[src/rtl/npc_pkg.sv]
// Shared fetch-side types and constants: data widths, the reset PC and the IFU state enum.
package npc_pkg;

    localparam int              XLEN             = 64;
    localparam int              ILEN             = 32;
    localparam logic [XLEN-1:0] RESET_PC_DEFAULT = 64'h8000_0000;

    typedef enum logic {
        IFU_RUN   = 1'b0,
        IFU_DRAIN = 1'b1
    } ifu_state_e;

    typedef struct packed {
        logic [XLEN-1:0] pc;
        logic [ILEN-1:0] inst;
    } fetch_entry_t;

endpackage

[src/rtl/ifu_if.sv]
// Instruction-memory request/response bus between the IFU (master) and memory (slave).
interface ifu_if;
    import npc_pkg::*;

    logic            imem_req_valid;
    logic            imem_req_ready;
    logic [XLEN-1:0] imem_req_addr;
    logic            imem_resp_valid;
    logic [ILEN-1:0] imem_resp_data;

    modport master (
        output imem_req_valid,
        output imem_req_addr,
        input  imem_req_ready,
        input  imem_resp_valid,
        input  imem_resp_data
    );

    modport slave (
        input  imem_req_valid,
        input  imem_req_addr,
        output imem_req_ready,
        output imem_resp_valid,
        output imem_resp_data
    );

endinterface

[src/rtl/ifu_fifo.sv]
// Power-of-two FIFO holding fetched instructions; head is visible on rdata, flush empties it.
module ifu_fifo #(
    parameter int DEPTH = 2,
    parameter int WIDTH = 96
) (
    input  logic                   clk,
    input  logic                   rst_n,
    input  logic                   flush,
    input  logic                   push,
    input  logic [WIDTH-1:0]       wdata,
    input  logic                   pop,
    output logic [WIDTH-1:0]       rdata,
    output logic                   full,
    output logic                   empty,
    output logic [$clog2(DEPTH):0] count
);
    localparam int AW = $clog2(DEPTH);
    localparam int CW = AW + 1;

    logic [WIDTH-1:0] mem_q [DEPTH];
    logic [AW-1:0]    wr_ptr_q, wr_ptr_d;
    logic [AW-1:0]    rd_ptr_q, rd_ptr_d;
    logic [CW-1:0]    count_q, count_d;
    logic             do_push, do_pop;

    assign empty = (count_q == '0);
    assign full  = (count_q == CW'(DEPTH));
    assign count = count_q;
    assign rdata = mem_q[rd_ptr_q];

    // A push into a full FIFO is accepted only when the head leaves in the same cycle.
    always_comb begin
        do_pop   = pop && !empty;
        do_push  = push && (!full || do_pop);
        wr_ptr_d = wr_ptr_q;
        rd_ptr_d = rd_ptr_q;
        count_d  = count_q;
        if (flush) begin
            wr_ptr_d = '0;
            rd_ptr_d = '0;
            count_d  = '0;
        end else begin
            if (do_push) wr_ptr_d = wr_ptr_q + AW'(1);
            if (do_pop)  rd_ptr_d = rd_ptr_q + AW'(1);
            count_d = count_q + CW'(do_push) - CW'(do_pop);
        end
    end

    always_ff @(posedge clk or negedge rst_n) begin
        if (!rst_n) begin
            wr_ptr_q <= '0;
            rd_ptr_q <= '0;
            count_q  <= '0;
        end else begin
            wr_ptr_q <= wr_ptr_d;
            rd_ptr_q <= rd_ptr_d;
            count_q  <= count_d;
        end
    end

    always_ff @(posedge clk) begin
        if (do_push && !flush) mem_q[wr_ptr_q] <= wdata;
    end

endmodule

[src/rtl/ifu.sv]
// Instruction fetch unit: sequential fetch, buffered delivery, redirect flush with stale-response drain.
// Optional performance counters are built when IFU_PERF_EN is defined.
module ifu
    import npc_pkg::*;
#(
    parameter logic [XLEN-1:0] RESET_PC  = RESET_PC_DEFAULT,
    parameter int              BUF_DEPTH = 2
) (
    input  logic            clk,
    input  logic            rst_n,
    ifu_if.master           imem,
    output logic            inst_valid,
    input  logic            inst_ready,
    output logic [ILEN-1:0] inst,
    output logic [XLEN-1:0] inst_pc,
    input  logic            redirect_valid,
    input  logic [XLEN-1:0] redirect_pc
`ifdef IFU_PERF_EN
    ,
    output logic [63:0]     perf_fetch_cnt,
    output logic [63:0]     perf_stall_cnt
`endif
);
    localparam int FCW = $clog2(BUF_DEPTH) + 1;
    localparam int CW  = FCW + 1;

    ifu_state_e      state_q, state_d;
    logic [XLEN-1:0] pc_q, pc_d;
    logic [XLEN-1:0] resp_pc_q, resp_pc_d;
    logic [CW-1:0]   outst_q, outst_d;
    logic [CW-1:0]   discard_q, discard_d;
    logic [CW-1:0]   inflight;
    logic [FCW-1:0]  fifo_count;
    logic            fifo_full, fifo_empty;
    logic            req_fire, resp_keep, pop;
    logic [XLEN-1:0] redirect_pc_al;
    fetch_entry_t    push_entry, head_entry;

    assign redirect_pc_al = redirect_pc & ~XLEN'(3);
    // Stale responses still occupy the memory pipe, so they count against the slot budget.
    assign inflight       = CW'(fifo_count) + outst_q + discard_q;
    assign imem.imem_req_valid = rst_n && !redirect_valid && !fifo_full
                                 && (inflight < CW'(BUF_DEPTH));
    assign imem.imem_req_addr  = pc_q;
    assign req_fire   = imem.imem_req_valid && imem.imem_req_ready;
    assign resp_keep  = imem.imem_resp_valid && !redirect_valid && (state_q == IFU_RUN);
    assign push_entry = '{pc: resp_pc_q, inst: imem.imem_resp_data};

    assign inst_valid = !fifo_empty && !redirect_valid;
    assign inst       = fifo_empty ? '0 : head_entry.inst;
    assign inst_pc    = fifo_empty ? '0 : head_entry.pc;
    assign pop        = inst_valid && inst_ready;

    ifu_fifo #(
        .DEPTH (BUF_DEPTH),
        .WIDTH ($bits(fetch_entry_t))
    ) u_fifo (
        .clk   (clk),
        .rst_n (rst_n),
        .flush (redirect_valid),
        .push  (resp_keep),
        .wdata (push_entry),
        .pop   (pop),
        .rdata (head_entry),
        .full  (fifo_full),
        .empty (fifo_empty),
        .count (fifo_count)
    );

    always_comb begin
        state_d   = state_q;
        pc_d      = pc_q;
        resp_pc_d = resp_pc_q;
        outst_d   = outst_q;
        discard_d = discard_q;
        if (redirect_valid) begin
            pc_d      = redirect_pc_al;
            resp_pc_d = redirect_pc_al;
            outst_d   = '0;
            discard_d = outst_q + discard_q - CW'(imem.imem_resp_valid);
            state_d   = (discard_d != '0) ? IFU_DRAIN : IFU_RUN;
        end else begin
            if (req_fire)  pc_d      = pc_q + XLEN'(4);
            if (resp_keep) resp_pc_d = resp_pc_q + XLEN'(4);
            outst_d = outst_q + CW'(req_fire) - CW'(resp_keep);
            if (state_q == IFU_DRAIN && imem.imem_resp_valid) begin
                discard_d = discard_q - CW'(1);
                if (discard_q == CW'(1)) state_d = IFU_RUN;
            end
        end
    end

    always_ff @(posedge clk or negedge rst_n) begin
        if (!rst_n) begin
            state_q   <= IFU_RUN;
            pc_q      <= RESET_PC;
            resp_pc_q <= RESET_PC;
            outst_q   <= '0;
            discard_q <= '0;
        end else begin
            state_q   <= state_d;
            pc_q      <= pc_d;
            resp_pc_q <= resp_pc_d;
            outst_q   <= outst_d;
            discard_q <= discard_d;
        end
    end

`ifdef IFU_PERF_EN
    logic [63:0] perf_fetch_q, perf_fetch_d;
    logic [63:0] perf_stall_q, perf_stall_d;

    always_comb begin
        perf_fetch_d = perf_fetch_q + 64'(req_fire);
        perf_stall_d = perf_stall_q + 64'(inst_valid && !inst_ready);
    end

    always_ff @(posedge clk or negedge rst_n) begin
        if (!rst_n) begin
            perf_fetch_q <= '0;
            perf_stall_q <= '0;
        end else begin
            perf_fetch_q <= perf_fetch_d;
            perf_stall_q <= perf_stall_d;
        end
    end

    assign perf_fetch_cnt = perf_fetch_q;
    assign perf_stall_cnt = perf_stall_q;
`endif

endmodule

[src/flat_wrapper.sv]
// flat-port wrapper written by rule: the top's interface ports become plain ports
module ifu_flat import npc_pkg::*;
#(
    parameter logic [XLEN-1:0] RESET_PC  = RESET_PC_DEFAULT,
    parameter int              BUF_DEPTH = 2
)
  (clk, rst_n, inst_valid, inst_ready, inst, inst_pc, redirect_valid, redirect_pc, imem_imem_req_valid, imem_imem_req_addr, imem_imem_req_ready, imem_imem_resp_valid, imem_imem_resp_data);
  ifu_if imem_i ();
  input  logic clk;
  input  logic rst_n;
  output logic inst_valid;
  input  logic inst_ready;
  output logic [ILEN-1:0] inst;
  output logic [XLEN-1:0] inst_pc;
  input  logic redirect_valid;
  input  logic [XLEN-1:0] redirect_pc;
  output wire logic [$bits(imem_i.imem_req_valid)-1:0] imem_imem_req_valid;
  output wire logic [$bits(imem_i.imem_req_addr)-1:0] imem_imem_req_addr;
  input wire logic [$bits(imem_i.imem_req_ready)-1:0] imem_imem_req_ready;
  input wire logic [$bits(imem_i.imem_resp_valid)-1:0] imem_imem_resp_valid;
  input wire logic [$bits(imem_i.imem_resp_data)-1:0] imem_imem_resp_data;
  assign imem_imem_req_valid = imem_i.imem_req_valid;
  assign imem_imem_req_addr = imem_i.imem_req_addr;
  assign imem_i.imem_req_ready = imem_imem_req_ready;
  assign imem_i.imem_resp_valid = imem_imem_resp_valid;
  assign imem_i.imem_resp_data = imem_imem_resp_data;
  ifu #(.RESET_PC(RESET_PC), .BUF_DEPTH(BUF_DEPTH)) u_core (.clk(clk), .rst_n(rst_n), .imem(imem_i), .inst_valid(inst_valid), .inst_ready(inst_ready), .inst(inst), .inst_pc(inst_pc), .redirect_valid(redirect_valid), .redirect_pc(redirect_pc));
endmodule
[config.mk]
export PLATFORM = sky130hd
export DESIGN_NAME = ifu_flat
export DESIGN_NICKNAME = d
export VERILOG_FILES = /design/src/rtl/npc_pkg.sv /design/src/rtl/ifu_if.sv /design/src/rtl/ifu_fifo.sv /design/src/rtl/ifu.sv /design/src/flat_wrapper.sv
export SDC_FILE = /design/constraint.sdc
export NUM_CORES = 1
export LEC_CHECK = 0
export CAP_MARGIN = 15
export CORE_ASPECT_RATIO = 1.1
export CORE_MARGIN = 2
export CORE_UTILIZATION = 35
export DETAILED_ROUTE_END_ITERATION = 10
export GPL_TIMING_DRIVEN = 0
export SETUP_SLACK_MARGIN = 0.1
export SYNTH_ARGS = -nofsm -noshare
export SYNTH_HDL_FRONTEND = slang
export SYNTH_SLANG_ARGS = --single-unit
[constraint.sdc]
create_clock -name clk -period 15.7 [get_ports clk]
set_input_delay 3.14 -clock clk [delete_from_list [all_inputs] [get_ports clk]]
set_output_delay 3.14 -clock clk [all_outputs]
set_load 0.03 [all_outputs]
==> summary.txt, run 1 <==
Outcome
  – Status: finished clean

Finish
  – NumNets Final: approximately 1,700
  – Fill cells: 3,916
  – Finished Cell Area: roughly 20,000 µm²
  – Non-Filler Instances: 2,192
  – Share of layout cells above drive strength 1: 0.0671
  – Synth-to-layout area growth: 30.6%
  – # diodes: 0

Worst setup path
  – CP Capture Type: output pin
  – FF-to-FF End: u_core.outst_q[2]
  – Max FO, Critical Path: 10
  – Critical Path Start Type: primary input
  – Crit path largest cell delay: 0.63 ns
  – CP max stage cell: clkdlybuf4s50_1
  – Crit path capture: inst_valid
  – CP arrival: 5.68 ns
  – Critical path data required time: 12.56 ns
  – Worst Reg-to-Reg Cells: 13
  – Buf/Inv on CP: 4
  – Setup crit start: redirect_valid
  – Reg-to-reg slack, setup: 11.76 ns
  – Worst-path cell chain: clkdlybuf4s50_1 > clkbuf_1 > buf_1 > nor2_1 > clkdlybuf4s50_1
  – Worst r2r src: u_core.u_fifo.count[1]
  – Critical path's most frequent cell: clkdlybuf4s50_1
  – Delay-heaviest family, CP: buffers and inverters
  – Critical path class: in -> out
  – Critical path depth: 5

Timing
  – Final min period: 8.82 ns
  – Max-slew violations: 0
  – Slew @ Worst Pin: ~1.1 ns
  – Finish-stage setup viols: 0
  – Worst relative slew slack: 0.294
  – Skew final: about 0.02 ns
  – RSZ-0062 raised after global routing: false
  – Crit share post-route: 0.562
  – Achievable Freq: between 100 and 150 MHz
  – Hold Fails Final Rpt: 0
  – Hold Slack: 0.516 ns
  – TNS Setup: 0 ns

Floorplan
  – Die boundary height: 221 µm
  – Boundary Pins: 264
  – Chip width: 202 µm
  – Core outline area: around 42,000 µm²
  – Die area: ~45,000 µm²
  – Row count: 79
  – Initial Util: 0.355

Detailed routing
  – Iter 0 DRT Violations: 1,026
  – Via density: 5.28
  – Wirelength, routed: 47,800 µm
  – Wire length per cell: between 20 and 25 µm
  – Drt pass-1 iters: 5
  – Post-route antenna net violation count: 0
  – Post-route DRC: 0
  – Total number of vias: 11,600

Power and ir drop
  – Sw power: roughly 0.73 mW
  – Clock power share: 0.344
  – Share of power burned in registers: 0.435
  – Internal power: between 1.5 and 2 mW
  – Pleak: 6.84 nW
  – Switching Share: 0.308
  – Combinational group share of total power: 0.221
  – Max VDD drop: 0.0517 mV
  – Power Dens Cells: around 120 nW/µm²

Placed design
  – # port buffers: 257
  – DPL Wire Length: between 30,000 and 40,000 µm
  – GP Congestion: a little under 0.9
  – Placed Cells incl. Taps: 2,127
  – Placed cell area: 18,500 µm²

Synth
  – Synth area leader: edfxtp_1
  – Synthesis Warnings: 0
  – EDFF count, synth: 188
  – Synthesized instance count: between 1,000 and 1,500
  – Distinct cell type count after synthesis: 64
  – Synth async-reset ratio: 0.418
  – Top cells by count, synth: edfxtp_1, nor2_1, dfrtp_1, nand2_1, mux2i_1
  – Syn avg cell area: 11.6 µm²
  – Synth top area share: 0.375
  – FF+latch count, synth: 323
  – Synth Flop Type: edfxtp_1
  – Synth Cell Area: 15,000 µm²
  – Count leader, synth: edfxtp_1
  – Sequential element share of the synthesized area: 0.600
  – Synth area leaders: edfxtp_1, dfrtp_1, mux2i_1

Clock tree
  – CTS tree: yes
  – Clock root buffer: clkbuf_16
  – Clock tree buffer depth: 3
  – CTS sink cnt: 323
  – Post-CTS setup buffer count: 0
  – Cts bufs inserted: 36
  – Hold-fix buffers, CTS: 0
  – H-tree depth: 2
  – CTS resizes: 0
  – Later-pin clock latency in the skew report: around 0.53 ns
  – Worst-path clk slew: 0.06 ns

Worst hold path
  – Worst Hold Class: reg -> reg

Job
  – Max_cap viols: 0

Global route
  – Initial antenna violation count: 0
  – Pin count of the biggest net entering global routing: 81
  – Vias in the first global route: between 10,000 and 15,000
  – Grt total ovfl: 0
  – GRT Util Overall: 0.214
  – Global-route wire length before repair: a little over 70,000 µm
through the flow:
stage,power (mW),util,worst slack (ns)
6_report,2.38,0.463,6.88
2_1_floorplan,1.33,-,7.55
4_1_cts,2.40,0.463,6.86
3_5_place_dp,1.58,0.437,6.87
3_3_place_gp,1.57,0.433,2.78
5_1_grt,2.48,0.463,6.76
cells in the final DEF, fill, tap and decap left out, types with 15 or more instances in the layout:
cell	count
clkbuf_16	37
xnor2_1	35
a21oi_1	23
and3_1	23
mux2_2	15
dfrtp_1	133
nor3_1	21
edfxtp_1	188
clkbuf_1	55
nand2_1	99
o211ai_1	23
o21ai_0	66
nand3_1	83
nor2_1	145
xor2_1	46
inv_1	20
mux2i_1	98
nand4_1	53
clkdlybuf4s50_1	256
power groups by stage:
stage / clock [mW] / combinational [mW] / sequential, mW
after CTS: 0.837 / 0.532 / 1.03
after global placement: 0 / 0.519 / 1.05
after global routing: 0.870 / 0.568 / 1.04
after detailed placement: 0 / 0.529 / 1.05
final: 0.817 / 0.526 / 1.03
after floorplan: 0 / 0.265 / 1.07
cell families after synthesis:
group | Yosys count | synth area share
AOI/OAI and AO/OA | 168 | 0.0693
DFF | 323 | 0.600
other | 1 | 0.000249
adders and majority gates | 16 | 0.0148
muxes | 113 | 0.0764
xor gates and xnor gates | 81 | 0.0471
and+or+nand+nor | 504 | 0.169
buffers and inverters | 86 | 0.0230
worst min-delay path by stage:
| stage | from | endpoint | slack (ns) | depth (start not counted) |
|---|---|---|---|---|
| 2_1_floorplan | u_core.resp_pc_q[63] | u_core.u_fifo.mem_q[0][95] | 0.46 | 0 |
| 3_3_place_gp | u_core.resp_pc_q[61] | u_core.u_fifo.mem_q[0][93] | 0.50 | 0 |
| 3_5_place_dp | u_core.resp_pc_q[44] | u_core.u_fifo.mem_q[0][76] | 0.51 | 0 |
| 4_1_cts | u_core.resp_pc_q[44] | u_core.u_fifo.mem_q[0][76] | 0.52 | 0 |
| 5_1_grt | u_core.resp_pc_q[36] | u_core.u_fifo.mem_q[0][68] | 0.53 | 0 |
| 6_report | u_core.resp_pc_q[36] | u_core.u_fifo.mem_q[1][68] | 0.52 | 0 |
flip-flops by register name, summed over array words and instances, names as in the netlist:
name and count:
u_core.u_fifo.mem_q 188, u_core.imem.imem_req_addr 62, u_core.resp_pc_q 62, u_core.discard_q 3
u_core.outst_q 3, u_core.u_fifo.count 2, u_core.state_q 1, u_core.u_fifo.rd_ptr_q 1
u_core.u_fifo.wr_ptr_q 1
worst register-to-register path: stages, from the launching register on:
cell and delay (ns):
dfrtp_1 0.44, fa_1 0.50, ha_1 0.30, nor2_1 0.14
nand4_1 0.31, or2_2 0.41, inv_1 0.18, buf_2 0.29
buf_2 0.36, ha_1 0.21, inv_1 0.05, fa_1 0.37
xnor2_1 0.18, nor2_1 0.05
area by class of cell:
type                            instances  area (µm²)  area share
Buffer                                 65         268      0.0136
Multi-Input combinational cell        886        5700       0.290
Timing Repair Buffer                  266        2750       0.140
Sequential cell                       323        9030       0.459
Tap cell                              567         709      0.0361
Clock buffer                           49         981      0.0499
Clock inverter                         15         141     0.00719
Inverter                               21        78.8     0.00401
routing by layer:
| metal | vias to the layer above | track usage | share of wire |
|---|---|---|---|
| met5 | - | 0 | 0 |
| met4 | 0 | 0.0835 | 0.037 |
| met3 | 81 | 0.0476 | 0.068 |
| met2 | 424 | 0.353 | 0.48 |
| met1 | 5681 | 0.272 | 0.42 |
| li1 | 5382 | - | - |
Power figures use the tool's default switching activity.
==> run 2, diff against run 1 <==
- clock period: 15.7 -> 8.7 ns (I/O delays scaled with it)
==> results of run 2 <==
The final DEF is identical to that of run 1. Status: finished clean.
Among the figures that moved: setup slack after placement 6.87 ns -> 2.67 ns; setup slack after layout 6.88 ns -> 2.68 ns; register-to-register setup slack 11.76 ns -> 4.76 ns; total power 2.38 mW -> 4.29 mW; worst IR drop on VDD 0.0517 mV -> 0.0934 mV
==> run 3, diff against run 2 <==
- clock period: 8.7 -> 5.1 ns (I/O delays scaled with it)
==> run 3 against run 2 <==
- first-iteration DRC count fell by 3.7%
- via count increased by 0.48%
- wire length rose by 0.12%
- largest power group unchanged
- worst setup slack worse by 2.4 ns
- critical endpoint is now inst_pc[42]
- clock-buffer cell count did not move
- die area stayed put
- clock skew down 0.0016 ns
- sequential cell count is the same
==> summary.txt, run 3 (synthesis gave the netlist of run 1 again) <==
Timing
  – Crit share post-route: 0.940
  – Finish-stage setup viols: 0 (unchanged)
  – Worst relative slew slack: 0.294 (about the same)
  – Setup ws final: 0.304 ns (was 2.68 ns)
  – Max-slew violations: 0 (unchanged)
  – Slew @ Worst Pin: 1.05 ns (about the same)
  – Hold Slack: 0.463 ns (was 0.516 ns)
  – Hold Fails Final Rpt: 0 (unchanged)
  – RSZ-0062 raised after global routing: false (unchanged)
  – Skew final: 0.0184 ns (was 0.0200 ns)
  – Final min period: 4.80 ns
  – Achievable Freq: 209 MHz
  – TNS Setup: 0 ns (unchanged)

Clock tree
  – Later-pin clock latency in the skew report: 0.53 ns (about the same)
  – Clock root buffer: clkbuf_16 (unchanged)
  – CTS tree: yes (unchanged)
  – CTS sink cnt: 323 (unchanged)
  – Cts bufs inserted: 36 (unchanged)
  – Clock tree buffer depth: 3 (unchanged)
  – H-tree depth: 2 (unchanged)
  – Worst-path clk slew: 0.06 ns (about the same)
  – Post-CTS setup buffer count: 0 (unchanged)
  – Hold-fix buffers, CTS: 0 (unchanged)

Floorplan
  – Chip width: 202 µm (unchanged)
  – Boundary Pins: 264 (unchanged)
  – Die boundary height: 221 µm (unchanged)
  – Die area: 44,700 µm² (unchanged)
  – Row count: 79 (unchanged)
  – Initial Util: 0.355 (unchanged)
  – Core outline area: 42,400 µm² (unchanged)

Global route
  – Pin count of the biggest net entering global routing: 81 (unchanged)
  – Vias in the first global route: 11,600 (unchanged)
  – Met3 usage: 0.0476 (unchanged)
  – Grt total ovfl: 0 (unchanged)
  – GR Util met1: 0.272 (unchanged)
  – Global-route wire length before repair: 72,400 µm (unchanged)
  – Initial antenna violation count: 0 (unchanged)
  – GRT busiest layer: met2 (unchanged)
  – GRT met2 Usage: 0.353 (unchanged)
  – GRT Util Overall: 0.214 (unchanged)

Finish
  – Most frequent cells in the layout: clkdlybuf4s50_1, edfxtp_1, nor2_1 (unchanged)
  – Fill cells: 3,915 (was 3,916)
  – Max reg flops: 188 (unchanged)
  – Most common cell after layout, fill and taps aside: clkdlybuf4s50_1 (unchanged)
  – # diodes: 0 (unchanged)
  – NumNets Final: 1,717 (unchanged)
  – Synth-to-layout area growth: 30.6% (about the same)
  – Top reg by flops: u_core.u_fifo.mem_q (unchanged)
  – Core Util, Final: 0.464 (was 0.463)
  – Share of layout cells above drive strength 1: 0.0677 (was 0.0671)

Worst setup path
  – Reg-to-reg slack, setup: 1.16 ns (was 4.76 ns)
  – Setup crit start: u_core.u_fifo.count[1] (was redirect_valid)
  – Critical Path Start Type: flip-flop (was primary input)
  – CP arrival: 3.78 ns (was 4.28 ns)
  – Worst r2r src: u_core.outst_q[1] (was u_core.u_fifo.count[1])
  – Max FO, Critical Path: 10 (unchanged)
  – Crit path largest cell delay: 0.74 ns (was 0.63 ns)
  – CP max stage cell: clkbuf_1 (was clkdlybuf4s50_1)
  – Critical path class: reg -> out (was in -> out)
  – CP Capture Type: output pin (unchanged)
  – Worst-path cell chain: nor2_1 > clkbuf_1 > clkbuf_1 > nor2_1 > clkdlybuf4s50_1 (was clkdlybuf4s50_1 > clkbuf_1 > buf_1 > nor2_1 > clkdlybuf4s50_1)
  – Critical path data required time: 4.08 ns (was 6.96 ns)
  – Worst Reg-to-Reg Cells: 13 (unchanged)
  – FF-to-FF End: u_core.outst_q[2] (unchanged)

Power and ir drop
  – Power Dens Cells: 372 nW/µm² (was 218 nW/µm²)
  – Max VDD drop: 0.159 mV (was 0.0934 mV)
  – Pleak: 6.85 nW (was 6.84 nW)
  – Total Power: 7.32 mW (was 4.29 mW)

Placed design
  – GP Congestion: 0.886 (unchanged)
  – # port buffers: 257 (unchanged)
  – Pre-CTS setup slack: 0.507 ns (was 2.67 ns)
  – DPL Wire Length: 35,500 µm (unchanged)

Detailed routing
  – Via density: 5.30 (was 5.28)
  – Post-route antenna net violation count: 0 (unchanged)
  – Iter 0 DRT Violations: 988 (was 1,026)
  – Wirelength, routed: 47,800 µm (about the same)
  – Total number of vias: 11,600 (about the same)
  – Drt pass-1 iters: 6 (was 5)
  – Post-route DRC: 0 (unchanged)
  – Wire length per cell: 21.8 µm (about the same)

Worst hold path
  – Worst Hold Class: in -> async (was reg -> reg)

Job
  – Max_cap viols: 0 (unchanged)

Outcome
  – Status: finished clean (unchanged)
==> run 3: worst max path at each step <==
stage	end	slack [ns]
finish	inst_pc[42]	0.30
global route	inst_pc[42]	0.17
CTS	inst_pc[44]	0.15
detailed placement	inst_valid	0.51
global placement	u_core.outst_q[2]	-5.36
floorplan	u_core.u_fifo.mem_q[0][0]	-0.93
==> run 3: critical path: cells and delay by family, from the launching register on <==
family / cells / cell delay [ns]
buffers and inverters: 3 / 1.96
flip-flops: 1 / 0.44
AND/OR/NAND/NOR: 2 / 0.83
==> run 3: per-layer routing <==
| layer | part of all wire | wire length [µm] |
|---|---|---|
| met2 | 0.48 | 22800 |
| met5 | 0 | 0 |
| met4 | 0.038 | 1800 |
| met3 | 0.074 | 3540 |
| met1 | 0.41 | 19700 |
==> run 3: area by class of cell <==
type / count / area, µm² / area share
plain buffers: 65 / 275 / 0.0140
clock buffers: 49 / 981 / 0.0499
clock inverters: 15 / 141 / 0.00719
inverters: 21 / 78.8 / 0.00401
multi-input cells: 886 / 5700 / 0.290
flip-flops and latches: 323 / 9030 / 0.459
well taps: 567 / 709 / 0.0361
repair buffers: 266 / 2750 / 0.140
==> run 3: repair_timing <==
action | in CTS | in global routing
endpoints found under the hold margin | 0 | 0
gates resized for setup | 0 | 4
endpoints found under the setup margin | 0 | 8
==> run 3: metrics by stage <==
step | area (µm²) | std cells
after global routing | 19700 | 2192
after floorplan | 15100 | 1295
after detailed placement | 18500 | 2127
after CTS | 19600 | 2191
after global placement | 18300 | 2119
final | 19700 | 2192
==> run 3: report_power, final <==
group,switching [mW],internal [mW]
Clock,1.06,1.46
Sequential,0.221,2.96
Combinational,0.976,0.645
Total,2.25,5.07
==> RTL change: new RTL, settings of run 3 <==
`BUF_DEPTH` is set to 2 in 2 places; all go to 4.
--- a/src/rtl/ifu.sv
+++ b/src/rtl/ifu.sv
@@ -5,5 +5,5 @@
 #(
     parameter logic [XLEN-1:0] RESET_PC  = RESET_PC_DEFAULT,
-    parameter int              BUF_DEPTH = 2
+    parameter int              BUF_DEPTH = 4
 ) (
     input  logic            clk,
--- a/src/flat_wrapper.sv
+++ b/src/flat_wrapper.sv
@@ -3,5 +3,5 @@
 #(
     parameter logic [XLEN-1:0] RESET_PC  = RESET_PC_DEFAULT,
-    parameter int              BUF_DEPTH = 2
+    parameter int              BUF_DEPTH = 4
 )
   (clk, rst_n, inst_valid, inst_ready, inst, inst_pc, redirect_valid, redirect_pc, imem_imem_req_valid, imem_imem_req_addr, imem_imem_req_ready, imem_imem_resp_valid, imem_imem_resp_data);
Function: changed (Yosys sat finds a counterexample within 4 cycles, from zero or initial values and one cycle with rst_n low).
==> RTL change against run 3 <==
- synthesized cell count is 17% higher
- worst setup slack worse by 20 ps
- highest routed layer is now met5
- register-to-register slack got worse by 210 ps
- wire length up 34%
- design area rose by 44%
- synthesized area increased by 51%
- utilization decreased by 1.9 points
- count of clock-buffer cells in the layout increased by 19
- total power rose by 83%
- final cell count rose by 24%
- critical path type unchanged
- sequential cell count rose by 193
==> RTL change: results (changes against run 3) <==
peakVddDrop_mv: 0.330  # was 0.159 mV
cts_buffers: 55  # was 36
rrSetupSlack_ps: 950  # was 1160 ps
ys_seq_area_frac: 0.653  # was 0.600
clk_latency_ps: 630  # was 530 ps
worstReg2RegEnd: "u_core.outst_q[1]$_DFF_PN0_"  # was u_core.outst_q[2]$_DFF_PN0_
fillers: 5803  # was 3,915
status: "finished, final reports clean"  # unchanged
fmax_mhz: 208  # was 209 MHz
cp_top_family: "adder cells"  # was buffers and inverters
p_leak_nw: 9.67  # was 6.85 nW
gp_congestion: 0.830  # was 0.886
endpoint: "imem_imem_req_valid"  # was inst_pc[42]
grt_max_degree: 74  # was 81
avgRoutedWirePerCell_um: 23.4  # was 21.8 um
synthCells: 1514  # was 1,292
vias_per_cell: 5.20  # was 5.30
p_per_area_nw_per_um2: 473  # was 372 nW/um^2
drive_gt1_frac: 0.147  # was 0.0677
cp.arrival_ps: 3800  # was 3780 ps
antenna_found_initial: 4  # was 0
pre_cts_ws_ps: 280  # was 507 ps
synthArstFlopShare: 0.271  # was 0.418
fin_skew_ps: 31.8  # was 18.4 ps
r2r-start: "u_core.u_fifo.count[1]$_DFF_PN0_"  # was u_core.outst_q[1]$_DFF_PN0_
hpwl_um: 45400  # was 35,500 um
max_slew_margin: 0.325  # was 0.294
portBuffers: 256  # was 257
cp_max_fo: 5  # was 10
r2r_cells: 12  # was 13
synthTopCellsByCount: "edfxtp_1 (376), dfrtp_1 (138), nand2_1 (111)"  # was edfxtp_1 (188), nor2_1 (147), dfrtp_1 (133)
==> RTL change: cell types whose count changed after synthesis, moves of 11 or more <==
cell,before,now
and2_1,8,108
edfxtp_1,188,376
inv_1,20,42
mux2_2,15,26
mux2i_1,98,3
mux4_2,0,94
nand2_1,99,111
nand3_1,83,71
nand4_1,53,39
nor2_1,147,55
xnor2_1,35,61
xor2_1,46,31
==> RTL change: metrics by stage <==
step,utilization,cell area [sq um]
6_report,0.444,28400
4_1_cts,0.444,28400
3_5_place_dp,0.415,26500
3_3_place_gp,0.412,26300
5_1_grt,0.444,28400
2_1_floorplan,-,22700
==> RTL change: cells by family after synthesis <==
kind of cell / synth area share
xor+xnor: 0.0356
flops: 0.653
simple gates: 0.125
fa+ha+maj: 0.0169
buf+inv: 0.0208
other cells: 0.000166
mux: 0.108
compound gates: 0.0410
==> RTL change: cell type report <==
type                            instances  share of cell area
Clock buffer                           68              0.0520
Buffer                                 69              0.0108
Antenna cell                            1           0.0000882
Multi-Input combinational cell        888               0.261
Clock inverter                         36              0.0151
Inverter                               43             0.00569
Timing Repair Buffer                  263              0.0969
Tap cell                              841              0.0371
Sequential cell                       516               0.521
==> RTL change: power breakdown <==
| part | total [mW] | internal (mW) | switching [mW] | leakage (nW) |
|---|---|---|---|---|
| registers | 5.13 | 4.81 | 0.314 | 5.10 |
| logic | 4.11 | 1.78 | 2.33 | 3.65 |
| clock network | 4.18 | 2.47 | 1.71 | 0.923 |
==> RTL change: layer usage <==
metal,GRT usage,routed length (um),share of wire,up-vias
met5,0,38,0.00060,-
met1,0.251,26700,0.42,7229
met2,0.315,31100,0.49,437
li1,-,-,-,6398
met4,0.0631,1960,0.031,6
met3,0.0380,3980,0.062,113
